$ cat config.mk
export PLATFORM = sky130hd
export DESIGN_NAME = gen_valid_mc
export DESIGN_NICKNAME = d
export VERILOG_FILES = /design/src/rtl/gen_valid_mc.sv
export SDC_FILE = /design/constraint.sdc
export NUM_CORES = 1
export LEC_CHECK = 0
export ABC_AREA = 1
export BUFFER_PORTS_ARGS = -buffer_cell sky130_fd_sc_hd__buf_2
export CORE_ASPECT_RATIO = 1.4
export CORE_MARGIN = 10
export CORE_UTILIZATION = 25
export DETAILED_ROUTE_END_ITERATION = 10
export GPL_ROUTABILITY_DRIVEN = 0
export PLACE_DENSITY_LB_ADDON = 0.15
export SYNTH_ARGS = -nofsm -noshare
export SYNTH_HDL_FRONTEND = slang
export SYNTH_SLANG_ARGS = --single-unit
$ cat constraint.sdc
create_clock -name clk -period 2.9 [get_ports clk]
set_clock_uncertainty 0.2 [all_clocks]
set_input_delay 0.145 -clock clk [delete_from_list [all_inputs] [get_ports clk]]
set_output_delay 0.145 -clock clk [all_outputs]
set_load 0.005 [all_outputs]
$ cat src/rtl/gen_valid_mc.sv
// gen_valid_mc: multi-channel valid/ready sample generator.
// Each channel produces registered valid pulses from a programmable period
// (free-running PERIODIC, counted ONESHOT bursts, or CONT every cycle), counts
// accepted transfers and flags ticks dropped against a stalled consumer.
module gen_valid_mc #(
    parameter int unsigned NCH    = 4,
    parameter int unsigned CNT_W  = 16,
    parameter int unsigned SAMP_W = 32
) (
    input  logic                  clk,
    input  logic                  rn,
    input  logic                  en,
    input  logic [1:0]            mode,
    input  logic [NCH*CNT_W-1:0]  period,
    input  logic [CNT_W-1:0]      burst_len,
    input  logic                  start,
    input  logic                  clr_ovr,
    input  logic [NCH-1:0]        out_ready,
    output logic [NCH-1:0]        out_valid,
    output logic [NCH*SAMP_W-1:0] samp_cnt,
    output logic [NCH-1:0]        overrun,
    output logic                  busy
);

    typedef enum logic [1:0] {
        MODE_PERIODIC = 2'd0,
        MODE_ONESHOT  = 2'd1,
        MODE_CONT     = 2'd2,
        MODE_OFF      = 2'd3
    } mode_e;

    mode_e              mode_cur;
    mode_e              mode_prev_q;
    logic               mode_chg;
    logic               launch;

    logic [CNT_W-1:0]   cnt_q  [NCH];
    logic [CNT_W-1:0]   cnt_d  [NCH];
    logic [CNT_W-1:0]   rem_q  [NCH];
    logic [CNT_W-1:0]   rem_d  [NCH];
    logic [SAMP_W-1:0]  samp_q [NCH];
    logic [SAMP_W-1:0]  samp_d [NCH];
    logic [CNT_W-1:0]   eff_m1 [NCH];

    logic [NCH-1:0]     valid_q, valid_d;
    logic [NCH-1:0]     ovr_q, ovr_d;
    logic [NCH-1:0]     cnt_en;
    logic [NCH-1:0]     tick;
    logic [NCH-1:0]     xfer;
    logic [NCH-1:0]     rem_nz;

    assign mode_cur = mode_e'(mode);
    // The previous-cycle mode is tracked so a change can flush cnt/remaining.
    assign mode_chg = (mode_cur != mode_prev_q);

    // Busy spans remaining ticks plus any still-pending final valid.
    always_comb begin
        for (int unsigned i = 0; i < NCH; i++) begin
            rem_nz[i] = (rem_q[i] != '0);
        end
        busy = (mode_cur == MODE_ONESHOT) && ((|rem_nz) || (|valid_q));
    end

    // A launch only happens from an idle ONESHOT engine in a stable mode.
    assign launch = start && (mode_cur == MODE_ONESHOT) && !busy && !mode_chg;

    // Per-channel tick generation, handshake tracking and next-state logic.
    always_comb begin
        for (int unsigned i = 0; i < NCH; i++) begin
            // period=0 behaves as period=1: terminal count is 0, tick each cycle.
            eff_m1[i] = (period[i*CNT_W +: CNT_W] == '0) ? '0
                        : period[i*CNT_W +: CNT_W] - CNT_W'(1);

            cnt_en[i] = 1'b0;
            if (en && !mode_chg) begin
                case (mode_cur)
                    MODE_PERIODIC: cnt_en[i] = 1'b1;
                    MODE_ONESHOT:  cnt_en[i] = rem_nz[i];
                    default:       cnt_en[i] = 1'b0;
                endcase
            end

            // ">=" lets a shrinking period take effect without waiting for wrap.
            // CONT ticks every enabled cycle and leaves cnt untouched.
            tick[i] = (cnt_en[i] && (cnt_q[i] >= eff_m1[i]))
                      || (en && (mode_cur == MODE_CONT));

            xfer[i]    = valid_q[i] & out_ready[i];
            valid_d[i] = tick[i] | (valid_q[i] & ~out_ready[i]);
            // A new set beats a simultaneous clear.
            ovr_d[i]   = (tick[i] & valid_q[i] & ~out_ready[i])
                         | (ovr_q[i] & ~clr_ovr);
            samp_d[i]  = samp_q[i] + SAMP_W'(xfer[i]);

            cnt_d[i] = cnt_q[i];
            rem_d[i] = rem_q[i];
            if (mode_chg) begin
                cnt_d[i] = '0;
                rem_d[i] = '0;
            end else if (launch) begin
                cnt_d[i] = '0;
                rem_d[i] = burst_len;
            end else if (cnt_en[i]) begin
                if (tick[i]) begin
                    cnt_d[i] = '0;
                    // Dropped ticks still consume burst budget.
                    if (mode_cur == MODE_ONESHOT) begin
                        rem_d[i] = rem_q[i] - CNT_W'(1);
                    end
                end else begin
                    cnt_d[i] = cnt_q[i] + CNT_W'(1);
                end
            end
        end
    end

    // State registers; reset abandons any pending sample or burst.
    always_ff @(posedge clk) begin
        mode_prev_q <= mode_cur;
        if (rn) begin
            valid_q <= '0;
            ovr_q   <= '0;
            for (int unsigned i = 0; i < NCH; i++) begin
                cnt_q[i]  <= '0;
                rem_q[i]  <= '0;
                samp_q[i] <= '0;
            end
        end else begin
            valid_q <= valid_d;
            ovr_q   <= ovr_d;
            for (int unsigned i = 0; i < NCH; i++) begin
                cnt_q[i]  <= cnt_d[i];
                rem_q[i]  <= rem_d[i];
                samp_q[i] <= samp_d[i];
            end
        end
    end

    assign out_valid = valid_q;
    assign overrun   = ovr_q;

    for (genvar g = 0; g < NCH; g++) begin : g_samp
        assign samp_cnt[g*SAMP_W +: SAMP_W] = samp_q[g];
    end

endmodule

==> impl_results.md <==
* # Max-Cap Violations at 0
* Total power at between 8000 and 9000 uW
* TNS Setup at 0 ps
* GRT Residual Overflow at 0
* Max-slew headroom at 52.4%
* Finished Layout Cells at roughly 4100
* Reg clk slew, reported paths at around 60 ps
* Post-synth EDFFs at 0
* Crit-path most repeated cell: nand2_1
* Cells after Synth at between 2000 and 3000
* P_int at 6460 uW
* Via count at roughly 18000
* CP max stage delay at between 300 and 400 ps
* DRT Pass-1 Iters at 5
* Die W at ~240 um
* Number of antenna violations at the first check in global routing at 5
* FFs w/ async S/R, synth at 0%
* Commonest non-fill, non-tap cell in the layout: nand2_1
* Clock sinks at around 270
* CTS Buf Count at 31
* Crit path time final at roughly 2700 ps
* Combinational power share at about a tenth
* Status: finished, final reports clean
* Total leakage power at 0.0103 uW
* Post-DRT Antenna Nets at 0
* Total die area at 80100 um^2
* Crit-path slowest cell: dfxtp_1
* Routed len/inst at about 14 um
* First-iteration detailed-routing DRC count at just over 800
* Worst skew pair latency at 590 ps
* Avg Cell Area, Syn at roughly 6.4 um^2
* FILL cells at between 7000 and 8000
* Leading post-synthesis cells by cell area: dfxtp_1 31%, nand2_1 12%, nor2_1 9.2%
* Placed cells at roughly 4000
* Unrepaired setup endpoints after global routing: yes
* Sequential element share of the synthesized area at 30.8%
* Worst EP required at ~2600 ps
* First-pass GRT wire length at 94000 um
* Port bufs at ~230
* Vias in the first global route at 18300
* Switching power at 2130 uW
* Final hold violations at 0
* Max Slew Vio Count at 0
* # setup viols final at 0
* Startpoint Class: flip-flop
* Final Util at between 30% and 40%
* GRT Util Overall at 14.2%
* Largest net degree at the start of global routing at between 50 and 60
* Placed cell area at 21200 um^2
* Die Y at ~330 um
* Yosys reg bits at about 270
* Slew @ Worst Pin at approximately 710 ps
* Sw Ratio at between 20% and 30%
* Cell Pwr Density at ~380 nW/um^2
* Synth-to-Final Area Change at 31.2%
* Crit-path cells: inv_1 > ha_1 > nand2_1 > nor2_1 > nand2_1 > nor2_1 > nand3_1 > nand2_1 > inv_1 > buf_2
* Root buffer cell: clkbuf_16
* CTS HTree Levels at 1
* Area leader, netlist: dfxtp_1
* Max Fclk at about 0.37 GHz
* Clock network fraction of design power at 47.4%
* Num rows at 114
* Routed wire length at around 60000 um
* DRC violation count after routing at 0
* Synthesized Nets at around 2900
* Cell area after synthesis at between 15000 and 20000 um^2
* Synth warnings at 0
* Nets at around 3300
* Max Root-Sink Buffers at 3
* CTS tree: done
* HPWL after DPL at between 40000 and 50000 um
* Hold Crit Class: primary input to flip-flop
* VDD IR max at roughly 0.37 mV
* I/O Pins at between 200 and 250
* CP Capture Type: output pin
* Worst Path Arrival at between 2000 and 2500 ps
* Core area at 68800 um^2
* Drt via density at 4.50
* Dominant synthesized flop cell: dfxtp_1
* Register share of total power at approximately 43%
* Fin crit share at between 90% and 100%
* Count of cell types in the netlist at 48
* Final non-filler cell area at roughly 23000 um^2
* Fraction of layout instances using a drive strength above 1 at between 10% and 20%
* Top cell type's share of synthesized area at a little under a third
* Initial core utilization at between 20 and 30%
* Crit Path Max Fanout at 4
* Critical path class: flip-flop to output pin
* Most frequent cells in the layout: 562 x nand2_1, 407 x nor2_1, 349 x inv_1
path summary, 6_finish.rpt:
path         slack [ps]     startpoint            end  cells past startpoint
min                  60             en   cnt_q[2][13]                      6
max                 210    rem_q[2][0]           busy                     10
min reg2reg         270  samp_q[3][31]  samp_q[3][31]                      2
max reg2reg         230   out_valid[3]  samp_q[3][30]                     14
per-layer routing:
| metal | vias up | track usage [%] | wire length, um |
|---|---|---|---|
| li1 | 9622 | - | - |
| met1 | 8425 | 15.1 | 23700 |
| met2 | 298 | 28.2 | 31700 |
| met3 | 58 | 2.12 | 2320 |
| met4 | 0 | 4.11 | 1230 |
| met5 | - | 0 | 0 |
cells by family (layout without fill, tap and decap cells):
| kind of cell | Yosys count | in the layout | synth area share (%) |
|---|---|---|---|
| flip-flops | 266 | 266 | 30.8 |
| adder cells (fa/ha/maj) | 89 | 89 | 6.45 |
| XOR/XNOR | 122 | 122 | 6.19 |
| AO/OA/AOI/OAI | 322 | 322 | 10.0 |
| other | 0 | 5 | 0 |
| AND/OR/NAND/NOR | 1468 | 1468 | 37.0 |
| buffers and inverters | 417 | 893 | 9.53 |
state kept, by name, indices dropped and copies added, names as in the netlist:
register / cells
rem_q: 64
overrun: 4
samp_q: 128
cnt_q: 64
out_valid: 4
mode_prev_q: 2
synthesized netlist by cell type, types with 2 or more instances:
master    number
inv_2          6
o21bai_1       7
a21oi_2        3
nor3b_1       19
o21ai_1        8
nand4_1       65
buf_2         13
nor2_2         7
a21boi_0       4
or2_2         21
nand3b_1       5
a21boi_2       2
nand3_1      204
nor2_4         2
buf_4          3
xor2_1        78
a31oi_1        5
nor4_1        19
nor3_1       119
nor2_1       425
nand2_2        3
and3_1         3
clkbuf_1      32
nand2_1      567
o21ai_0      125
ha_1          89
inv_1        354
xnor2_1       44
o211ai_1       2
a21oi_1      146
o21a_1        11
nand2_4        3
nand3_2        2
buf_6          7
dfxtp_1      266
a21o_1         3
worst max-delay path, delay by kind of cell (launching register included):
family | cells | cell delay, ps
and+or+nand+nor | 6 | 910
DFF | 1 | 330
adders and majority gates | 1 | 200
buffers and inverters | 3 | 320
per-stage QoR:
stage               hold slack [ps]  setup slack [ps]
finish                         62.6               209
detailed placement              137              -523
floorplan                     -27.3             -18.1
CTS                            35.2              34.9
global placement                131              -434
global route                   99.9             -18.1
timing repair:
| item | in CTS | in global routing |
|---|---|---|
| endpoints found under the hold margin | 87 | 0 |
| hold buffers | 24 | 0 |
| gates resized for setup | 0 | 46 |
| setup buffers | 0 | 2 |
| endpoints found under the setup margin | 0 | 89 |
final cells by class:
cell class	count	area (um^2)	area share [%]
clock inverter	10	133	0.585
sequential	266	5330	23.5
tap	928	1160	5.12
timing repair buffer	476	3240	14.3
timing repair inverter	1	7.51	0.0331
multi-input combinational	2001	10500	46.4
antenna	5	12.5	0.0552
inverter	361	1360	6.00
clock buffer	45	908	4.01
power groups by stage:
stage | clock network (uW) | logic, uW | registers [uW]
final | 4070 | 844 | 3670
after global routing | 4370 | 948 | 3670
after CTS | 4240 | 849 | 3670
after detailed placement | 0 | 819 | 3750
after global placement | 0 | 806 | 3750
after floorplan | 0 | 411 | 3750
No activity file was read; power rests on OpenSTA's default activity.
